<file path="config.mk">
export PLATFORM = sky130hd
export DESIGN_NAME = divider_sequencer
export DESIGN_NICKNAME = d
export VERILOG_FILES = /design/src/rtl/divider_pkg.sv /design/src/rtl/div_counter.sv /design/src/rtl/divider_sequencer.sv
export SDC_FILE = /design/constraint.sdc
export NUM_CORES = 1
export LEC_CHECK = 0
export ABC_AREA = 1
export CAP_MARGIN = 40
export CORE_MARGIN = 1
export CORE_UTILIZATION = 57
export DETAILED_ROUTE_END_ITERATION = 16
export PLACE_DENSITY = 0.94
export SYNTH_ARGS = -nofsm -noshare
export SYNTH_HDL_FRONTEND = slang
export SYNTH_SLANG_ARGS = --single-unit
</file>
<file path="constraint.sdc">
create_clock -name clock -period 2 [get_ports clock]
set_input_delay 0.5 -clock clock [delete_from_list [all_inputs] [get_ports clock]]
set_output_delay 0.5 -clock clock [all_outputs]
set_load 0.05 [all_outputs]
</file>
<file path="src/rtl/divider_pkg.sv">
// Shared types and defaults for the divider sequencer and its counter.
package divider_pkg;

  typedef enum logic [1:0] {
    StIdle,
    StRun,
    StStopping
  } div_state_e;

  localparam int unsigned DefaultResetDiv = 1;

endpackage

</file>
<file path="src/rtl/div_counter.sv">
// Free-running counter with terminal-count compare against a programmable limit.
module div_counter #(
  parameter int unsigned WIDTH = 8
) (
  input  logic             clock,
  input  logic             reset_n,
  input  logic             en,
  input  logic             clr,
  input  logic [WIDTH-1:0] limit,
  output logic [WIDTH-1:0] count,
  output logic             tc
);

  assign tc = (count == limit);

  always_ff @(posedge clock or negedge reset_n) begin
    if (!reset_n) begin
      count <= '0;
    end else if (clr) begin
      count <= '0;
    end else if (en) begin
      count <= tc ? '0 : count + WIDTH'(1);
    end
  end

endmodule

</file>
<file path="src/rtl/divider_sequencer.sv">
// Run/stop sequencer for the divider: ticks every active_q+1 cycles, toggles Q on each
// tick and swaps in a pending ratio only at terminal count so Q never glitches.
module divider_sequencer
  import divider_pkg::*;
#(
  parameter int unsigned WIDTH     = 8,
  parameter int unsigned RESET_DIV = DefaultResetDiv
) (
  input  logic             clock,
  input  logic             reset_n,
  input  logic             start,
  input  logic             stop,
  input  logic             cfg_valid,
  input  logic [WIDTH-1:0] cfg_div,
  output logic             cfg_ready,
  output logic             tick,
  output logic             Q,
  output logic             busy,
  output logic [WIDTH-1:0] count
);

  div_state_e       state_q;
  logic             busy_q;
  logic             toggle_q;
  logic [WIDTH-1:0] active_q;
  logic [WIDTH-1:0] pend_q;
  logic             pend_valid_q;
  logic             tc;
  logic             cfg_xfer;

  div_counter #(
    .WIDTH(WIDTH)
  ) u_counter (
    .clock  (clock),
    .reset_n(reset_n),
    .en     (busy_q),
    .clr    (~busy_q),
    .limit  (active_q),
    .count  (count),
    .tc     (tc)
  );

  assign tick      = busy_q & tc;
  assign cfg_xfer  = cfg_valid & cfg_ready;
  assign cfg_ready = ~pend_valid_q;
  assign Q         = toggle_q;
  assign busy      = busy_q;

  always_ff @(posedge clock or negedge reset_n) begin
    if (!reset_n) begin
      state_q      <= StIdle;
      busy_q       <= 1'b0;
      toggle_q     <= 1'b0;
      active_q     <= WIDTH'(RESET_DIV);
      pend_q       <= '0;
      pend_valid_q <= 1'b0;
    end else begin
      unique case (state_q)
        StIdle: begin
          if (start && !stop) begin
            state_q <= StRun;
            busy_q  <= 1'b1;
          end
        end
        StRun: begin
          if (stop) state_q <= StStopping;
        end
        StStopping: begin
          // Only the falling toggle ends the stop, so the last high phase is complete.
          if (tick && toggle_q) begin
            state_q <= StIdle;
            busy_q  <= 1'b0;
          end
        end
        default: begin
          state_q <= StIdle;
          busy_q  <= 1'b0;
        end
      endcase

      if (tick) toggle_q <= ~toggle_q;

      // A transfer implies an empty slot, so it never collides with a slot drain.
      if (cfg_xfer) begin
        if (!busy_q) begin
          active_q <= cfg_div;
        end else begin
          pend_q       <= cfg_div;
          pend_valid_q <= 1'b1;
        end
      end else if (pend_valid_q && (!busy_q || tick)) begin
        active_q     <= pend_q;
        pend_valid_q <= 1'b0;
      end
    end
  end

endmodule

</file>
* After elaboration in Yosys (flattened, before gate mapping) *
Index checks and enable logic that the tools add are counted.

word-level totals
  bits in registers = 29
  input port bits = 13
  output and inout bits = 12
  word-level logic and storage cells = 49

operators by class
  add/sub/neg operators = 1
  eq/ne operators = 8
  multiplexer cells = 15
  bitwise gates (word level) = 5
  reductions and logical operators = 13

operators by type and width
  kind                 count
  $mux 8               5
  $ne 2x2->1 const B   5
  $add 8x1->8 const B  1
  $eq 8x8->1           1
  $mux 2               3
  $pmux 2 s3           1
  $reduce_and 2->1     3
  $reduce_and 3->1     2
  $mux 1               5
  $logic_and 1x1->1    3
  $not 1->1            3
  $pmux 1 s3           1
  $and 1x1->1          2
  $eq 2x1->1 const B   1
  $eq 2x2->1 const B   1
  $logic_not 1->1      2
  $logic_not 2->1      1
  $reduce_bool 2->1    1
  $logic_or 1x1->1     1

* Depth between registers and ports, before layout *
  word-level depth = 6
  mapped depth = 11
  mapped depth without buffers = 11

* Hierarchy *
Synthesis repeated with hierarchy kept, for this count alone.

second synthesis, totals
  cells, all modules = 206
  area, all modules = 1676.6 µm²

by module, submodules not included
  module             instances  cells an instance  area an instance (µm²)  seq. area each (µm²)
  divider_sequencer  1          126                1062.3                  526.8
  div_counter        1          80                 614.3                   200.2

* Worst setup path before layout *
Ideal clock, no wire load.

  kind = register to output
  from = reg u_counter.count[6]
  to = out tick
  data arrival time = 1.568 ns
  required time = 1.500 ns
  setup slack = -0.068 ns
  stages on the path, launching flop included = 6
  buffers on the path = 0
  path through = dfrtp_1 > xnor2_1 > nand2_1 > nor2_1 > nand2_2 > nor2_2

between the ends
  word-level cells in the longest chain between the ends = 2

ends and longest elaborated chain
  item                    RTL line                 RTL
  from (decl)             div_counter.sv:10        output logic [WIDTH-1:0] count,
  from (signal assigned)  div_counter.sv:22        count <= tc ? '0 : count + WIDTH'(1);
  $eq 8x8->1              div_counter.sv:14        assign tc = (count == limit);
  $and 1x1->1             divider_sequencer.sv:43  assign tick = busy_q & tc;
  to (decl)               divider_sequencer.sv:16  output logic tick,

Every way passes these cells.

* Worst setup path in the final report *
  from = reg active_q[0]
  to = out tick

between the ends
  word-level cells in the longest chain between the ends = 2

ends and longest elaborated chain
  item                    RTL line                 RTL
  from (decl)             divider_sequencer.sv:25  logic [WIDTH-1:0] active_q;
  from (signal assigned)  divider_sequencer.sv:54  active_q <= WIDTH'(RESET_DIV);
  from (signal assigned)  divider_sequencer.sv:86  active_q <= cfg_div;
  from (signal assigned)  divider_sequencer.sv:92  active_q <= pend_q;
  $eq 8x8->1              div_counter.sv:14
  $and 1x1->1             divider_sequencer.sv:43

Every way passes these cells.

==> impl_metrics.tcl <==
set metrics [dict create \
    status "finished with violations" \
    violations "setup timing" \
    grt_pass1_wl_um 5150 \
    die_y_um 54.3 \
    antenna_found_initial 0 \
    max_freq_mhz 486 \
    p_leak_nw 1.02 \
    fin_setup_tns_ns -0.0561 \
    worstPathCellList "nand2_2, nand2_2, nand2_2, nor2_2, nand2_2, nor2_4, buf_12" \
    die_w_um 54.3 \
    initial_utilization_pct 61.8 \
    finalCritPeriodShare_pct 103 \
    fill_cells 188 \
    synthToLayoutAreaGrowth_pct 26.3 \
    cts_tree "yes" \
    place_inst 265 \
    finalHoldViolations 0 \
    vias_per_cell 4.98 \
    cts_root_buf "clkbuf_4" \
    final_net_count 263 \
    synth_seq_cells 29 \
    cpMaxStageDelayCell "dfstp_2" \
    multiInputGateArea_um2 697 \
    worstPathArrival_ns 1.56 \
    crit_family "flip-flops" \
    grt_overflow 0 \
    gr-usage-met1_pct 29.0 \
    setup_viol 1 \
    first_iter_violations 37 \
    dp_hpwl_um 2120 \
    io_pins 25 \
    cp-start-kind "flop" \
    layout_commonest_cell "nand2_1" \
    wl_per_cell_um 11.3 \
    die_area_mm2 0.00295 \
    busiest_layer "met2" \
    fin_cells 280 \
    gr-usage-met3_pct 6.11 \
    grt_usage_pct 25.6 \
    power_density_mw_per_mm2 1370 \
    via_count 1395 \
    ir_drop_v 0.00128 \
    hold_ws_ns 0.502 \
    slew_headroom_pct 71.9 \
    grt_util_met2_pct 43.1 \
    p_total_w 0.00270 \
    ctsHoldBuffers 0 \
    seq_area_um2 732 \
    required_ns 1.50 \
    cts_made_buffers 5 \
    setup_ws_ns -0.0561 \
    cts_num_sinks 29 \
    place_congestion 0.840 \
    synth.net_count 227 \
    cp_num_buf_inv 1 \
    htreeDepth 2 \
    ys_warn_count 0 \
    seq_area_frac_synth_pct 46.6 \
    maxSlewViolCount 0 \
    insertion_delay_ns 0.33 \
    syn_area_mm2 0.00156 \
    drtPass1Iterations 5 \
    worstMarginPinSlew_ns 0.421 \
    final_cell_mix "nand2_1 (73), inv_1 (33), dfrtp_1 (24)" \
    ant_nets 0 \
    worst-path-max-fanout 2 \
    port_buffers 24 \
    grt_pass1_vias 1241 \
    end_kind "primary output" \
    grt_max_degree 30 \
    cts.path.max_buffers 2 \
    core_mm2 0.00252 \
    max_stage_delay_ns 0.55 \
    path_common_cell "nand2_2" \
    totalWireLength_um 3170 \
    rsz0062_at_grt "true" \
    drc_errors 0 \
    finalClockSkew_ns 0.0118 \
    worstSetupPathType "flop to primary output" \
    cap_viol_max_count 0 \
    fin_crit_ns 2.06 \
    layout-drive-gt1-share_pct 19.6 \
    syn_area_per_cell_um2 7.32 \
    clk_pin_slew_ns 0.10 \
    antenna_cells 0 \
    min_path_type "flop to flop" \
    rows 18 \
    synth_cell_types 21 \
    syn_inst 213 \
]
==> final timing paths <==
path                                         start                      end  slack [ns]  cells past startpoint
max reg2reg                active_q[0]$_DFFE_PN1P_  active_q[2]$_DFFE_PN0P_        0.27                     11
max                        active_q[0]$_DFFE_PN1P_                     tick       -0.06                      7
max in group asynchronous                  reset_n  active_q[0]$_DFFE_PN1P_        1.17                      2
min reg2reg                  pend_q[5]$_DFFE_PN0P_    pend_q[5]$_DFFE_PN0P_        0.50                      2
min                          pend_q[5]$_DFFE_PN0P_    pend_q[5]$_DFFE_PN0P_        0.50                      2
min in group asynchronous                  reset_n    pend_q[4]$_DFFE_PN0P_        0.53                      2
==> cells in the mapped netlist <==
cell type,instances,area (µm²)
a21oi_1,2,10.0
inv_2,1,3.75
buf_6,1,11.3
nor2_1,14,52.6
ha_1,1,12.5
nand3_1,4,20.0
clkbuf_1,1,3.75
xnor2_1,2,17.5
nand2_1,79,297
inv_1,35,131
dfrtp_1,28,701
nor3_1,2,10.0
nand2_2,3,18.8
nor2_2,3,18.8
dfstp_2,1,26.3
o21ai_0,21,105
xor2_1,2,17.5
nand4_1,9,56.3
buf_2,1,5.00
nand3_4,2,35.0
o22ai_1,1,6.26
==> layer usage <==
metal	up-vias	routed length (µm)
li1	734	-
met1	604	1330
met3	4	214
met2	53	1590
met5	-	0
met4	0	33
==> final cells by class <==
cell class | instances | area share [%]
flip-flops and latches | 29 | 37.2
multi-input cells | 145 | 35.4
repair buffers | 32 | 14.4
inverters | 36 | 6.86
clock buffers | 7 | 2.80
well taps | 30 | 1.91
clock inverters | 1 | 1.52
==> state kept, by name (all words and copies together), names as in the netlist <==
| signal | cells |
|---|---|
| pend_valid_q | 1 |
| state_q | 2 |
| busy | 1 |
| active_q | 8 |
| u_counter.count | 8 |
| pend_q | 8 |
| Q | 1 |
==> power by group <==
part / switching (W) / internal (W)
clock: 0.000210 / 0.000298
combinational: 0.000759 / 0.000435
sequential: 0.000193 / 0.000805
total: 0.00116 / 0.00154
==> logic make-up after synthesis <==
kind of cell | after synthesis | share of synthesized area, %
and+or+nand+nor | 116 | 32.6
buffers and inverters | 39 | 9.95
DFF | 29 | 46.6
AOI/OAI and AO/OA | 24 | 7.79
xor gates and xnor gates | 4 | 2.25
adders and majority gates | 1 | 0.802
==> what timing repair did <==
item | 4_1_cts | 5_1_grt
pin swaps | 4 | 4
setup buffers | 6 | 1
gates resized for setup | 9 | 3
setup endpoints to repair | 1 | 1
==> tightest hold or removal path: cells and delay by family, from the launching register on <==
family          cells  cell delay (ns)
flops               1             0.35
simple gates        1             0.05
compound gates      1             0.07
==> metrics by stage <==
step	area [µm²]	util [%]	setup slack (ns)
finish	1970	78.1	-0.0561
global route	1970	78.1	-0.147
CTS	1960	77.5	-0.0624
detailed placement	1810	71.8	0.105
global placement	1810	71.8	0.179
floorplan	1560	-	0.0896
No activity file was read; power rests on OpenSTA's default activity.
